$ cat src/rtl/uart_packet_scheduler.sv
// Byte FIFO plus framing sequencer feeding the BPSK modulator: preamble, sync, length, payload, checksum.
// Build option PKT_SCHED_CRC_EN selects a CRC-8 (poly 0x07) checksum instead of the default XOR.
module uart_packet_scheduler #(
  parameter int          FIFO_DEPTH     = 16,
  parameter int          PKT_LEN        = 8,
  parameter int          PREAMBLE_BYTES = 2,
  parameter logic [7:0]  SYNC_WORD      = 8'hD3,
  parameter int          FLUSH_TIMEOUT  = 4096
) (
  input  logic                          clk,
  input  logic                          rst_n,
  input  logic [7:0]                    uart_word,
  input  logic                          uart_ready,
  output logic                          tx_bit,
  output logic                          tx_valid,
  input  logic                          tx_accept,
  output logic                          busy,
  output logic [$clog2(FIFO_DEPTH):0]   fifo_count,
  output logic                          overflow
);

  localparam int AW = $clog2(FIFO_DEPTH);
  localparam int CW = AW + 1;
  localparam int TW = $clog2(FLUSH_TIMEOUT + 1);

  typedef enum logic [2:0] {
    S_IDLE,
    S_PRE,
    S_SYNC,
    S_LEN,
    S_PAY,
    S_CSUM
  } state_t;

  state_t         state_q, state_d;
  logic [7:0]     shreg_q, shreg_d;
  logic [2:0]     bit_cnt_q, bit_cnt_d;
  logic [7:0]     byte_cnt_q, byte_cnt_d;
  logic [7:0]     len_q, len_d;
  logic [7:0]     csum_q, csum_d;
  logic [TW-1:0]  timer_q, timer_d;
  logic           ready_q;
  logic [AW-1:0]  wr_ptr_q, wr_ptr_d;
  logic [AW-1:0]  rd_ptr_q, rd_ptr_d;
  logic [CW-1:0]  count_q, count_d;
  logic           overflow_q, overflow_d;

  logic [7:0]     mem [FIFO_DEPTH];
  logic [7:0]     head;
  logic           push_req, push, pop, launch, accept;

  function automatic logic [7:0] csum_step(input logic [7:0] acc, input logic [7:0] data);
    logic [7:0] c;
`ifdef PKT_SCHED_CRC_EN
    c = acc ^ data;
    for (int i = 0; i < 8; i++) begin
      c = c[7] ? ({c[6:0], 1'b0} ^ 8'h07) : {c[6:0], 1'b0};
    end
`else
    c = acc ^ data;
`endif
    return c;
  endfunction

  // Rising edge of the level-style ready strobe gives exactly one push per pulse.
  always_comb begin
    push_req   = uart_ready && !ready_q;
    push       = push_req && (count_q != CW'(FIFO_DEPTH));
    overflow_d = overflow_q || (push_req && (count_q == CW'(FIFO_DEPTH)));
    head       = mem[rd_ptr_q];
    accept     = (state_q != S_IDLE) && tx_accept;
    launch     = (state_q == S_IDLE) &&
                 ((count_q >= CW'(PKT_LEN)) ||
                  ((timer_q == TW'(FLUSH_TIMEOUT)) && (count_q != '0)));
  end

  always_comb begin
    state_d    = state_q;
    shreg_d    = shreg_q;
    bit_cnt_d  = bit_cnt_q;
    byte_cnt_d = byte_cnt_q;
    len_d      = len_q;
    csum_d     = csum_q;
    pop        = 1'b0;

    if (state_q == S_IDLE) begin
      if (launch) begin
        state_d    = S_PRE;
        shreg_d    = 8'hAA;
        bit_cnt_d  = 3'd0;
        byte_cnt_d = 8'd0;
        csum_d     = 8'd0;
        len_d      = (count_q >= CW'(PKT_LEN)) ? 8'(PKT_LEN) : 8'(count_q);
      end
    end else if (accept) begin
      if (bit_cnt_q != 3'd7) begin
        shreg_d   = {shreg_q[6:0], 1'b0};
        bit_cnt_d = bit_cnt_q + 3'd1;
      end else begin
        // Byte boundary: load the next byte directly so there is no bubble.
        bit_cnt_d = 3'd0;
        case (state_q)
          S_PRE: begin
            if (byte_cnt_q == 8'(PREAMBLE_BYTES - 1)) begin
              state_d = S_SYNC;
              shreg_d = SYNC_WORD;
            end else begin
              byte_cnt_d = byte_cnt_q + 8'd1;
              shreg_d    = 8'hAA;
            end
          end
          S_SYNC: begin
            state_d = S_LEN;
            shreg_d = len_q;
          end
          S_LEN: begin
            state_d    = S_PAY;
            shreg_d    = head;
            pop        = 1'b1;
            byte_cnt_d = 8'd0;
            csum_d     = csum_step(csum_q, head);
          end
          S_PAY: begin
            if (byte_cnt_q == len_q - 8'd1) begin
              state_d = S_CSUM;
              shreg_d = csum_q;
            end else begin
              shreg_d    = head;
              pop        = 1'b1;
              byte_cnt_d = byte_cnt_q + 8'd1;
              csum_d     = csum_step(csum_q, head);
            end
          end
          default: begin
            state_d = S_IDLE;
            shreg_d = 8'd0;
          end
        endcase
      end
    end
  end

  always_comb begin
    wr_ptr_d = push ? wr_ptr_q + AW'(1) : wr_ptr_q;
    rd_ptr_d = pop  ? rd_ptr_q + AW'(1) : rd_ptr_q;
    count_d  = count_q;
    if (push && !pop) count_d = count_q + CW'(1);
    else if (pop && !push) count_d = count_q - CW'(1);

    timer_d = timer_q;
    if (launch || (count_q == '0)) timer_d = '0;
    else if ((state_q == S_IDLE) && (count_q < CW'(PKT_LEN)) && (timer_q != TW'(FLUSH_TIMEOUT)))
      timer_d = timer_q + TW'(1);
  end

  always_ff @(posedge clk or negedge rst_n) begin
    if (!rst_n) begin
      state_q    <= S_IDLE;
      shreg_q    <= 8'd0;
      bit_cnt_q  <= 3'd0;
      byte_cnt_q <= 8'd0;
      len_q      <= 8'd0;
      csum_q     <= 8'd0;
      timer_q    <= '0;
      ready_q    <= 1'b0;
      wr_ptr_q   <= '0;
      rd_ptr_q   <= '0;
      count_q    <= '0;
      overflow_q <= 1'b0;
    end else begin
      state_q    <= state_d;
      shreg_q    <= shreg_d;
      bit_cnt_q  <= bit_cnt_d;
      byte_cnt_q <= byte_cnt_d;
      len_q      <= len_d;
      csum_q     <= csum_d;
      timer_q    <= timer_d;
      ready_q    <= uart_ready;
      wr_ptr_q   <= wr_ptr_d;
      rd_ptr_q   <= rd_ptr_d;
      count_q    <= count_d;
      overflow_q <= overflow_d;
    end
  end

  // Storage carries no reset so it can map onto RAM; the pointers define validity.
  always_ff @(posedge clk) begin
    if (push) mem[wr_ptr_q] <= uart_word;
  end

  assign tx_bit     = shreg_q[7];
  assign tx_valid   = (state_q != S_IDLE);
  assign busy       = (state_q != S_IDLE);
  assign fifo_count = count_q;
  assign overflow   = overflow_q;

endmodule

$ cat config.mk
export PLATFORM = sky130hd
export DESIGN_NAME = uart_packet_scheduler
export DESIGN_NICKNAME = d
export VERILOG_FILES = /design/src/rtl/uart_packet_scheduler.sv
export SDC_FILE = /design/constraint.sdc
export NUM_CORES = 1
export LEC_CHECK = 0
export ABC_AREA = 1
export CAP_MARGIN = 25
export CORE_AREA = 3 3 123 125
export DETAILED_ROUTE_END_ITERATION = 8
export DIE_AREA = 0 0 126 128
export DONT_BUFFER_PORTS = 1
export GPL_TIMING_DRIVEN = 1
export PLACE_DENSITY = 0.78
export SLEW_MARGIN = 20
export SYNTH_ARGS = -nofsm -noshare
export SYNTH_HDL_FRONTEND = slang
export SYNTH_SLANG_ARGS = --single-unit
$ cat constraint.sdc
create_clock -name clk -period 7.5 [get_ports clk]
set_input_delay 1.875 -clock clk [delete_from_list [all_inputs] [get_ports clk]]
set_output_delay 1.875 -clock clk [all_outputs]
set_load 0.05 [all_outputs]
==> flow_summary.json, run 1 <==
{
  "grtUsageMet1_pct": 33.9,
  "fp.dieH_um": 128,
  "die_area_um2": 16100,
  "startpoint": "state_q[2]",
  "crit_path_cell_trace": "inv_1 > nand2_2 > nand2_1 > nor2_1 > nand2_1 > ha_1 > inv_1 > ha_1 > a21oi_1 > nor2_1 > nor2_1 > nand2_1 > nand2_1 > nor2_1 > xor2_1",
  "drt_iter0_drc": 667,
  "ios": 21,
  "syn_inst": 897,
  "maxCapViolations": 0,
  "floorplan.initialDensity_pct": 63.3,
  "final_common_cell": "nand2_1",
  "cts_tree": "built",
  "synth_top_cell_area_share_pct": 43.4,
  "use_met2_pct": 40.9,
  "grt_pass1_vias": 6192,
  "min_period_ps": 3760,
  "drive_above_1_share_pct": 6.08,
  "rsz0062_at_grt": "no",
  "final_util_pct": 68.2,
  "grt_pass1_wl_um": 31300,
  "report.final.slew_viol_count": 0,
  "critical_path.slowest_cell": "nand2_2",
  "holdWs_ps": 514,
  "htreeDepth": 4,
  "fillerInstances": 1027,
  "yosys_most_used_dff": "edfxtp_1",
  "status": "finished, final reports clean",
  "numCtsBuffers": 17,
  "cp_max_fo": 21,
  "vias": 6435,
  "numClockSinks": 191,
  "yosys.area.top_type": "edfxtp_1",
  "synthesis.area_um2": 8860,
  "port_buffers": 0,
  "placementRows": 43,
  "vias_per_cell": 5.94,
  "power.density_nw_per_um2": 362,
  "area_delta_synth_final_pct": 7.73,
  "layout.nets": 920,
  "clk_pin_slew_ps": 70,
  "critPathBufInv": 2,
  "post-route-period-util_pct": 50.1,
  "worst-path-stages": 15,
  "gp_routability_congestion": 0.949,
  "seq_area_um2": 5420,
  "critPathCapture": "fifo_count[4]",
  "p_leak_nw": 3.83,
  "fin_worst_skew_ps": 7.50,
  "slew_headroom_pct": 34.3,
  "vdd_drop_max_mv": 0.259,
  "fmax_mhz": 266,
  "grt_max_degree": 87,
  "reg2regPathDepth": 15,
  "ys_warn_count": 0,
  "r2r-start": "state_q[2]",
  "arrival_ps": 4060,
  "setup_viol": 0,
  "crit_required_ps": 7800,
  "antennaDiodeCount": 0,
  "post_cts_buffers": 0,
  "grt_util_met3_pct": 4.92,
  "post_cts_resize_count": 0,
  "layout_common_cells": "nand2_1 (203), edfxtp_1 (128), nor2_1 (110), inv_1 (80), o21ai_0 (67)",
  "dp_hpwl_um": 12900,
  "synth_area_leaders": "edfxtp_1 (43%), dfrtp_1 (18%), nand2_1 (8.6%)",
  "synthArstFlopShare_pct": 33.0,
  "globalRouteOverflowTotal": 0,
  "antenna_found_initial": 0,
  "start_kind": "flop",
  "synthesis.nets": 926,
  "insertion_delay_ps": 440,
  "max_stage_delay_ps": 740,
  "grt_busiest_layer": "met2",
  "ys_seq_area_share_pct": 61.2,
  "root_buffer": "clkbuf_16",
  "route.detailed.drc": 0,
  "drt_wl_total_um": 19400,
  "hold_class": "flop to flop",
  "multi_input_area_um2": 2970,
  "end_kind": "flop",
  "fin_tns_setup_ps": 0,
  "crit_type": "flop to flop",
  "holdBufCountCts": 0,
  "power_mw": 3.45,
  "hold_viol": 0,
  "coreArea_um2": 14000,
  "synth_edf_count": 128,
  "reg2reg_slack_ps": 3740,
  "die_w_um": 126,
  "post_synth_num_cell_types": 46,
  "r2r-end": "fifo_count[4]",
  "wire_per_inst_um": 17.9,
  "tightest_slew_ps": 981,
  "dr.pass1.iters": 5,
  "avgSynthCellArea_um2": 9.88,
  "antenna_left": 0,
  "clk_path_buf_depth": 2,
  "synth_seq_cells": 191,
  "grt_use_total_pct": 24.8,
  "cpLargestDelayFamily": "simple AND/OR/NAND/NOR gates"
}
## how the worst min path moves through the flow
stage	start	endpoint	slack (ps)	cells after the start
2_1_floorplan	shreg_q[2]	shreg_q[2]	450	2
3_3_place_gp	shreg_q[0]	shreg_q[0]	470	2
3_5_place_dp	shreg_q[2]	shreg_q[2]	490	2
4_1_cts	bit_cnt_q[1]	bit_cnt_q[1]	510	1
5_1_grt	bit_cnt_q[1]	bit_cnt_q[1]	530	1
6_report	bit_cnt_q[1]	bit_cnt_q[1]	510	1
## logic make-up after synthesis
family,share of synthesized area [%]
and+or+nand+nor,19.0
DFF,61.2
AOI/OAI and AO/OA,10.7
buffers and inverters,5.30
adders and majority gates,2.49
xor gates and xnor gates,1.29
muxes,0.113
## registers in the layout, indices dropped and copies added (netlist names)
signal      count
len_q           5
bit_cnt_q       3
ready_q         1
timer_q        13
csum_q          8
shreg_q         8
wr_ptr_q        4
fifo_count      5
state_q         3
byte_cnt_q      8
mem           128
overflow        1
rd_ptr_q        4
## metrics by stage
stage	cell area (um2)	setup slack, ps	cells
after global placement	8960	3470	1050
after floorplan	8860	3770	897
after detailed placement	8960	3340	1051
final	9540	3740	1084
after global routing	9540	3420	1084
after CTS	9530	3740	1083
## cell type report
type	count	share of cell area, %
tap	180	2.36
clock inverter	14	1.42
timing repair buffer	3	0.315
sequential	191	56.8
inverter	88	3.49
clock buffer	18	4.50
multi-input combinational	590	31.1
## layer usage
layer	routed length (um)	up-vias
met5	0	-
met4	317	0
met3	1420	28
met2	9530	267
met1	8120	3097
li1	-	3043
## cell usage after synthesis (3+ instances only)
cell type	n
nand3_1	46
buf_2	7
nor3_1	12
o211ai_1	17
o21ai_0	67
nand2_1	203
nand4_1	9
o22ai_1	5
inv_2	3
nor2_1	110
a21oi_1	39
ha_1	16
clkinv_1	4
xor2_1	12
nand3b_1	7
o21ai_1	4
dfrtp_1	63
edfxtp_1	128
o2111ai_1	13
o21ai_2	4
inv_1	80
clkbuf_1	16
nand2_2	3
## power by group
| group | switching [mW] | total (mW) | internal [mW] |
|---|---|---|---|
| sequential | 0.193 | 1.46 | 1.27 |
| combinational | 0.787 | 1.12 | 0.335 |
| clock | 0.424 | 0.866 | 0.442 |
| total | 1.40 | 3.45 | 2.05 |
Power figures use the tool's default switching activity.
==> run 2: changes to the inputs <==
- CORE_AREA: 3 3 123 125 -> 3 3 129 131
- DIE_AREA: 0 0 126 128 -> 0 0 132 134
- PLACE_DENSITY: 0.78 -> 0.74
- clock period: 7.5 -> 3 ns (I/O delays scaled with it)
==> flow_summary.json, run 2 (synthesized netlist as in run 1, its figures left out) <==
{
  "die_w_um": 132,
  "setup_viol": 0,
  "gp_routability_congestion": 0.880,
  "p_leak_nw": 4.07,
  "fin_worst_skew_ps": 10.4,
  "p_int_mw": 5.40,
  "antenna_found_initial": 0,
  "crit_type": "flop to flop",
  "p_seq_share_pct": 39.0,
  "grt_max_degree": 86,
  "crit_required_ps": 3310,
  "numCtsBuffers": 17,
  "swShare_pct": 39.8,
  "vias_per_cell": 5.58,
  "coreArea_um2": 15700,
  "dp_hpwl_um": 12900,
  "hold_class": "input port to asynchronous set/reset pin",
  "floorplan.initialDensity_pct": 56.4,
  "drive_above_1_share_pct": 11.7,
  "min_period_ps": 2930,
  "grt_use_total_pct": 23.1,
  "dr.pass1.iters": 6,
  "top_regs": "mem (128), timer_q (13)",
  "cts_tree": "built",
  "seq_area_um2": 5420,
  "rsz0062_at_grt": "yes",
  "post-route-period-util_pct": 97.7,
  "design_area_um2": 10000,
  "largest-register": "mem",
  "fin_tns_setup_ps": 0,
  "ios": 21,
  "slew_headroom_pct": 38.3,
  "grt_pass1_vias": 6100,
  "area_delta_synth_final_pct": 13.3,
  "fp.dieH_um": 134,
  "final_common_cell": "nand2_1",
  "p_sw_mw": 3.57,
  "grt_pass1_wl_um": 32000,
  "largest_reg_flops": 128,
  "report.final.slew_viol_count": 0,
  "dpl_cell_area_um2": 9310,
  "reg2regPathDepth": 22,
  "drt_iter0_drc": 529,
  "antennaDiodeCount": 0,
  "fillerInstances": 1236,
  "htreeDepth": 4,
  "r2r-start": "len_q[0]",
  "p_clk_share_pct": 24.6,
  "numClockSinks": 191,
  "hold_viol": 0,
  "pwr-share-comb_pct": 36.4,
  "holdWs_ps": 143,
  "end_kind": "flop",
  "root_buffer": "clkbuf_16",
  "start_kind": "flop",
  "placed_cells": 1124,
  "r2r-end": "fifo_count[4]",
  "die_area_um2": 17700,
  "status": "finished, final reports clean",
  "tightest_slew_ps": 923,
  "globalRouteOverflowTotal": 0,
  "antenna_left": 0,
  "layout_common_cells": "nand2_1 (200), edfxtp_1 (128), nor2_1 (109), inv_1 (76), o21ai_0 (67)",
  "drt_wl_total_um": 20100,
  "clk_pin_slew_ps": 70,
  "layout.nets": 965,
  "multi_input_area_um2": 3030,
  "cp_max_fo": 4,
  "placementRows": 46,
  "maxCapViolations": 0,
  "port_buffers": 0,
  "vias": 6500,
  "vdd_drop_max_mv": 0.677,
  "arrival_ps": 3240,
  "power.density_nw_per_um2": 894,
  "reg2reg_slack_ps": 70,
  "wire_per_inst_um": 17.3,
  "insertion_delay_ps": 430,
  "fmax_mhz": 341,
  "route.detailed.drc": 0,
  "fin_cells": 1164,
  "clk_path_buf_depth": 2
}
==> run 2: changes by cell type in the layout (fill, tap and decap cells not counted), sizes merged <==
| cell | delta |
|---|---|
| clkbuf | -1 |
| bufinv | +1 |
| buf | +42 |
| inv | -2 |
| clkinvlp | +1 |
| dlygate4sd3 | +3 |
==> run 2: area by class of cell <==
type                       count  share of cell area, %
multi-input combinational    590                   30.2
clock buffer                  17                   4.24
inverter                      88                   3.34
sequential                   191                   54.0
clock inverter                14                   1.50
timing repair buffer          48                   4.04
tap                          216                   2.69
==> run 2: worst max-delay path, stage by stage (launching register included) <==
cell     delay [ps]
dfrtp_1         410
inv_2            70
ha_4            270
inv_2            30
nand2_1          60
nand2_1          60
nor2_1          100
nand3_1         100
nor2_2          140
nand3_2          90
nand2_2          70
nand2_2          60
nand2_2          90
ha_4            160
inv_4            50
fa_2            380
a21oi_2         160
nor2_1           70
nor2_1          130
nand2_1          80
nand2_1          60
nor2_1           50
xor2_1          130
==> run 2: what timing repair did <==
| item | 4_1_cts | 5_1_grt |
|---|---|---|
| buffers inserted | 0 | 5 |
| hold buffers | 1 | 3 |
| pin swaps | 1 | 11 |
| cloned | 0 | 0 |
| endpoints found under the setup margin | 1 | 2 |
| hold endpoints to repair | 5 | 29 |
| gates resized for setup | 4 | 13 |
==> run 2: power by group through the flow <==
stage | Sequential [mW] | Combinational (mW) | Clock [mW]
after detailed placement | 3.54 | 3.11 | 0
after global routing | 3.53 | 3.66 | 2.34
after floorplan | 3.60 | 2.19 | 0
after CTS | 3.49 | 3.15 | 2.23
final | 3.49 | 3.26 | 2.21
after global placement | 3.53 | 3.04 | 0
==> run 2: per-layer routing <==
layer / GRT usage, % / part of all wire, %
met5: 0 / 0
met4: 7.06 / 1.9
met3: 4.16 / 5.4
met2: 39.8 / 50
met1: 30.1 / 43
==> run 2: how the worst max path moves through the flow <==
stage	startpoint	cells after the start	endpoint	slack (ps)
3_5_place_dp	len_q[0]	22	fifo_count[4]	-40
3_3_place_gp	len_q[0]	22	fifo_count[4]	120
2_1_floorplan	len_q[0]	23	fifo_count[4]	10
5_1_grt	len_q[0]	22	fifo_count[4]	-150
6_report	len_q[0]	22	fifo_count[4]	70
4_1_cts	len_q[0]	22	fifo_count[4]	1
==> run 2: through the flow <==
step	utilization [%]	power (mW)	setup slack [ps]
floorplan	-	5.79	13.2
global placement	59.3	6.57	118
detailed placement	59.3	6.65	-35.5
CTS	63.0	8.87	1.41
global route	63.9	9.53	-151
finish	63.9	8.97	67.6
==> run 3: changes to the inputs <==
- MAX_ROUTING_LAYER: unset -> met4
- SETUP_SLACK_MARGIN: unset -> 0.02
==> flow_summary.json, run 3 (synthesized netlist as in run 1, its figures left out) <==
{
  "status": "finished, final reports clean",
  "slew_headroom_pct": 52.0,
  "maxCapViolations": 0,
  "tightest_slew_ps": 717,
  "die_area_um2": 17700,
  "cts_tree": "built",
  "fillerInstances": 1231,
  "arrival_ps": 3120,
  "route.detailed.drc": 0,
  "root_buffer": "clkbuf_16",
  "gp_routability_congestion": 0.926,
  "vdd_drop_max_mv": 0.577,
  "drt_wl_total_um": 19200,
  "max_stage_delay_ps": 390,
  "antenna_left": 0,
  "setup_viol": 0,
  "fmax_mhz": 359,
  "power.density_nw_per_um2": 892,
  "grt_max_degree": 86,
  "top_regs": "mem (128), timer_q (13)",
  "crit_path_cell_trace": "inv_2 > ha_4 > inv_1 > nor2_2 > nand3_1 > nand2_1 > nand2_1 > nor2_1 > nand3_1 > nand2_1 > nand2_2 > nand2_4 > ha_4 > inv_2 > fa_2 > a21oi_2 > nor2_1 > nor2_1 > nand2_1 > nand2_1 > nor2_1 > xor2_1",
  "drive_above_1_share_pct": 11.2,
  "p_leak_nw": 4.09,
  "seq_area_um2": 5420,
  "hold_class": "input port to asynchronous set/reset pin",
  "crit_type": "flop to flop",
  "die_w_um": 132,
  "critical_path.slowest_cell": "dfrtp_1",
  "fin_worst_skew_ps": 11.7,
  "antenna_found_initial": 0,
  "htreeDepth": 4,
  "hold_viol": 0,
  "drt_iter0_drc": 541,
  "swShare_pct": 39.6,
  "port_buffers": 0,
  "numCtsBuffers": 17,
  "p_clk_share_pct": 25.4,
  "vias_per_cell": 5.44,
  "crit_required_ps": 3330,
  "floorplan.initialDensity_pct": 56.4,
  "largest-register": "mem",
  "insertion_delay_ps": 440,
  "p_sw_mw": 3.55,
  "min_period_ps": 2790,
  "end_kind": "flop",
  "post-route-period-util_pct": 92.9,
  "crit_path_frequent_cell": "nand2_1",
  "placed_cells": 1124,
  "report.final.slew_viol_count": 0,
  "layout_common_cells": "nand2_1 (201), edfxtp_1 (128), nor2_1 (109), inv_1 (78), o21ai_0 (66)",
  "cpLargestDelayFamily": "simple AND/OR/NAND/NOR gates",
  "grt_pass1_wl_um": 31200,
  "r2r-start": "len_q[0]",
  "coreArea_um2": 15700,
  "final_common_cell": "nand2_1",
  "start_kind": "flop",
  "wire_per_inst_um": 16.5,
  "globalRouteOverflowTotal": 0,
  "fp.dieH_um": 134,
  "finalWorstSetupSlack_ps": 212,
  "numClockSinks": 191,
  "startpoint": "len_q[0]",
  "dr.pass1.iters": 5,
  "grt_use_total_pct": 23.3,
  "layout.nets": 963,
  "critPathBufInv": 3,
  "placementRows": 46,
  "area_delta_synth_final_pct": 13.3,
  "dp_hpwl_um": 12800,
  "ios": 21,
  "fin_cells": 1163,
  "pwr-share-comb_pct": 35.7,
  "cp_max_fo": 4,
  "vias": 6330,
  "antennaDiodeCount": 0,
  "rsz0062_at_grt": "yes",
  "clk_path_buf_depth": 2,
  "p_int_mw": 5.40,
  "p_seq_share_pct": 39.0,
  "largest_reg_flops": 128,
  "dp_slack_ps": -15.3,
  "grt_pass1_vias": 6136,
  "clk_pin_slew_ps": 80,
  "multi_input_area_um2": 3030
}
run 3: area by class of cell:
| cell class | count | share of cell area (%) |
|---|---|---|
| Clock buffer | 18 | 4.28 |
| Multi-Input combinational cell | 590 | 30.1 |
| Clock inverter | 14 | 1.65 |
| Tap cell | 216 | 2.69 |
| Sequential cell | 191 | 54.0 |
| Inverter | 88 | 3.32 |
| Timing Repair Buffer | 46 | 3.91 |
run 3: timing repair:
action	4_1_cts	5_1_grt
setup buffers	0	5
hold buffers	2	0
setup endpoints to repair	1	2
gates resized for setup	3	9
pin swaps	0	6
hold endpoints to repair	55	0
run 3: layer usage:
metal | part of all wire (%) | global-route usage [%] | wire length, um
met1 | 44 | 29.6 | 8400
met2 | 50 | 38.5 | 9620
met3 | 4.7 | 4.05 | 906
met4 | 1.5 | 7.82 | 289
met5 | 0 | - | 0
run 3: power by group through the flow:
| stage | clock network [mW] | logic [mW] | registers (mW) |
|---|---|---|---|
| 2_1_floorplan | 0 | 2.19 | 3.60 |
| 3_3_place_gp | 0 | 3.03 | 3.53 |
| 3_5_place_dp | 0 | 3.09 | 3.53 |
| 4_1_cts | 2.29 | 3.14 | 3.48 |
| 5_1_grt | 2.39 | 3.60 | 3.54 |
| 6_report | 2.27 | 3.19 | 3.49 |
run 3: path summary, 6_finish.rpt:
kind                            endpoint  slack (ps)  cells after the start
min                        byte_cnt_q[5]         170                      1
min reg2reg                   shreg_q[2]         490                      2
max                        fifo_count[4]         210                     22
max reg2reg                fifo_count[4]         210                     22
min in group clk                 ready_q         340                      0
max in group asynchronous     timer_q[0]        2040                      1
run 3: per-stage QoR:
stage	instance area [um2]	util [%]	total power [mW]	hold slack [ps]	TNS, ps
after floorplan	8860	-	5.79	449	0
after global placement	9320	59.3	6.56	458	0
after detailed placement	9320	59.3	6.63	458	-15.3
after CTS	9960	63.4	8.92	179	0
after global routing	10000	63.9	9.52	179	-31.3
final	10000	63.9	8.95	167	0
run 3: worst register-to-register path, stage by stage (launching register included):
cell	delay [ps]
dfrtp_1	390
inv_2	90
ha_4	140
inv_1	50
nor2_2	120
nand3_1	80
nand2_1	70
nand2_1	50
nor2_1	110
nand3_1	120
nand2_1	90
nand2_2	70
nand2_4	80
ha_4	140
inv_2	70
fa_2	380
a21oi_2	130
nor2_1	50
nor2_1	150
nand2_1	70
nand2_1	60
nor2_1	40
xor2_1	130
==> RTL change (flow settings as in run 1) <==
The option `PKT_SCHED_CRC_EN` is turned on by a define.
--- a/src/rtl/uart_packet_scheduler.sv
+++ b/src/rtl/uart_packet_scheduler.sv
@@ -1,5 +1,7 @@
 // Byte FIFO plus framing sequencer feeding the BPSK modulator: preamble, sync, length, payload, checksum.
 // Build option PKT_SCHED_CRC_EN selects a CRC-8 (poly 0x07) checksum instead of the default XOR.
+`define PKT_SCHED_CRC_EN
+
 module uart_packet_scheduler #(
   parameter int          FIFO_DEPTH     = 16,
   parameter int          PKT_LEN        = 8,
Behaviour: same outputs for any inputs over 10 cycles, from zero or initial values and one cycle with rst_n low; that may be too few to reach the edited logic, so the function may still have changed.
==> RTL change against run 1 <==
Final cell count is 7.9% higher; sequential cell count did not move; setup slack worse by 0.27 ns; total power is 20% higher; design area grew 3.6%; clock skew grew 0.0015 ns; synthesized cell count increased by 9.5%; die area unchanged; combinational power up 65%; routed wire length grew 4.0%; synthesized area up 4.6%; critical endpoint unchanged.
==> RTL change: results (changes against run 1) <==
stage;metric;value;unit;change
yosys;Post-Synth Adder-Cell Area;2.38;%;-0.11 points
yosys;post-synth cell types;56;;+22%
global_routing;largest net degree at the start of global routing;79;;-9.2%
placement;Port Buffers;0;;unchanged
yosys;synth top area cells;edfxtp_1 (41%), dfrtp_1 (17%), nand2_1 (12%), nand3_1 (4.4%), nor2_1 (3.5%);;
detailed_routing;final WL;20.2;mm;+4.0%
min_path;HP Start;shreg_q[0]$_DFFE_PN0P_;;
setup_path;CP Max Fanout;13;;-38%
timing;worst clock skew;0.00900;ns;+0.00150 ns
setup_path;worst r2r path cells;20;;+5
setup_path;Worst Setup EP;fifo_count[4]$_DFFE_PN0P_;;
setup_path;slowest stage delay, CP;0.31;ns;-0.43 ns
cts;post-CTS setup buffer count;0;;unchanged
detailed_routing;routed via count;6836;;+6.2%
yosys;Post-synth ARST share;33.0;%;unchanged
global_routing;Tot GR Track Use;26.4;%;+1.6 points
min_path;Hold Path Class;flop to flop;;
yosys;mux contribution to synthesized area;0;%;-0.11 points
min_path;cell count of the worst hold path;2;;+1
setup_path;Slowest-stage cell, CP;nor2_4;;
global_routing;vias in the first global route;6436;;+3.9%
yosys;register area share after synthesis;58.5;%;-2.7 points
setup_path;WP data arrival;4.32;ns;+0.26 ns
min_path;Hold EP;shreg_q[0]$_DFFE_PN0P_;;
yosys;Post-synth EDFFs;128;;unchanged
yosys;Synth Area in Compound Gates;7.83;%;-2.8 points
yosys;Post-synth top cells;nand2_1 (286), edfxtp_1 (128), nor2_1 (87);;
yosys;yosys warns;0;;unchanged
setup_path;flop2flop setup slack;3.65;ns;-0.09 ns
detailed_routing;DRT Pass-1 Iters;5;;unchanged
global_routing;first-pass GRT wire length;33.2;mm;+5.9%
placement;Setup WS pre-CTS;3.07;ns;-0.271 ns
placement;Final GP Congestion;0.922;;-2.8%
cts;Clock Latency Late Sink;0.43;ns;
global_routing;initial antenna violation count;0;;unchanged
layout;nets;1006;;+9.3%
yosys;synthesized instance count;982;;+9.5%
power;worst vdd ir;277;uV;+7.2%
setup_path;CP startpoint;tx_accept;;
cts;PostCTS Resize Cnt;0;;unchanged
layout;share of post-route cells with drive strength above 1;6.77;%;+0.68 points
layout;layout filler cell count;1033;;+0.58%
setup_path;CP top delay family;simple AND/OR/NAND/NOR gates;;
detailed_routing;Iter 0 DRT Violations;860;;+29%
setup_path;worst r2r src;state_q[1]$_DFFE_PN0P_;;
timing;final worst setup slack;3.47;ns;-0.269 ns
power;Leak Pwr;4.09;nW;+6.9%
cts;CTS Buf Count;17;;unchanged
placement;dpl hpwl;13.5;mm;+5.2%
timing;Hold Slack;0.489;ns;-0.0248 ns
cts;Clock Tree Root;clkbuf_16;;
layout;Antenna diodes;0;;unchanged
cts;CTS max path bufs;2;;unchanged
yosys;post-synthesis xor/xnor area fraction;1.80;%;+0.51 points
status;status;finished clean;;
timing;measured slew at the worst slew-check pin;0.971;ns;-0.0101 ns
layout;top flop regs;mem x128, timer_q x13;;
timing;# setup viols final;0;;unchanged
[RTL change: report_power, final]
| part | switching (W) | total [W] | internal, W |
|---|---|---|---|
| clock | 0.000383 | 0.000808 | 0.000424 |
| sequential | 0.000225 | 0.00150 | 0.00128 |
| combinational | 0.00129 | 0.00185 | 0.000557 |
[RTL change: cell type report]
cell class	instances	area share (%)
Clock buffer	19	4.38
Clock inverter	13	0.911
Inverter	97	3.81
Multi-Input combinational cell	669	33.7
Sequential cell	191	54.8
Tap cell	180	2.28
Timing Repair Buffer	1	0.0759
[RTL change: logic make-up (layout without fill, tap and decap cells)]
family / after synthesis / count (layout)
compound gates: 124 / 124
fa+ha+maj: 17 / 17
xor+xnor: 19 / 19
flops: 191 / 191
buf+inv: 122 / 130
simple gates: 509 / 509
[RTL change: worst min-delay path: stages (launching register included)]
cell and delay [ns]:
dfrtp_1 0.34, nand2_1 0.05, o21ai_0 0.06
[RTL change: per-layer routing]
layer / GRT usage [%] / up-vias / share of wire [%]
met5: 0 / - / 0
met4: 8.90 / 0 / 2.1
met3: 4.63 / 32 / 7.6
met2: 40.6 / 281 / 46
met1: 38.8 / 3221 / 44
li1: - / 3302 / -
[RTL change: metrics by stage]
stage          instance area [sq um]  power (W)  cells
2_1_floorplan                   9270    0.00293    982
3_3_place_gp                    9370    0.00329   1138
3_5_place_dp                    9370    0.00334   1138
4_1_cts                         9890    0.00415   1170
5_1_grt                         9890    0.00448   1170
6_report                        9890    0.00416   1170
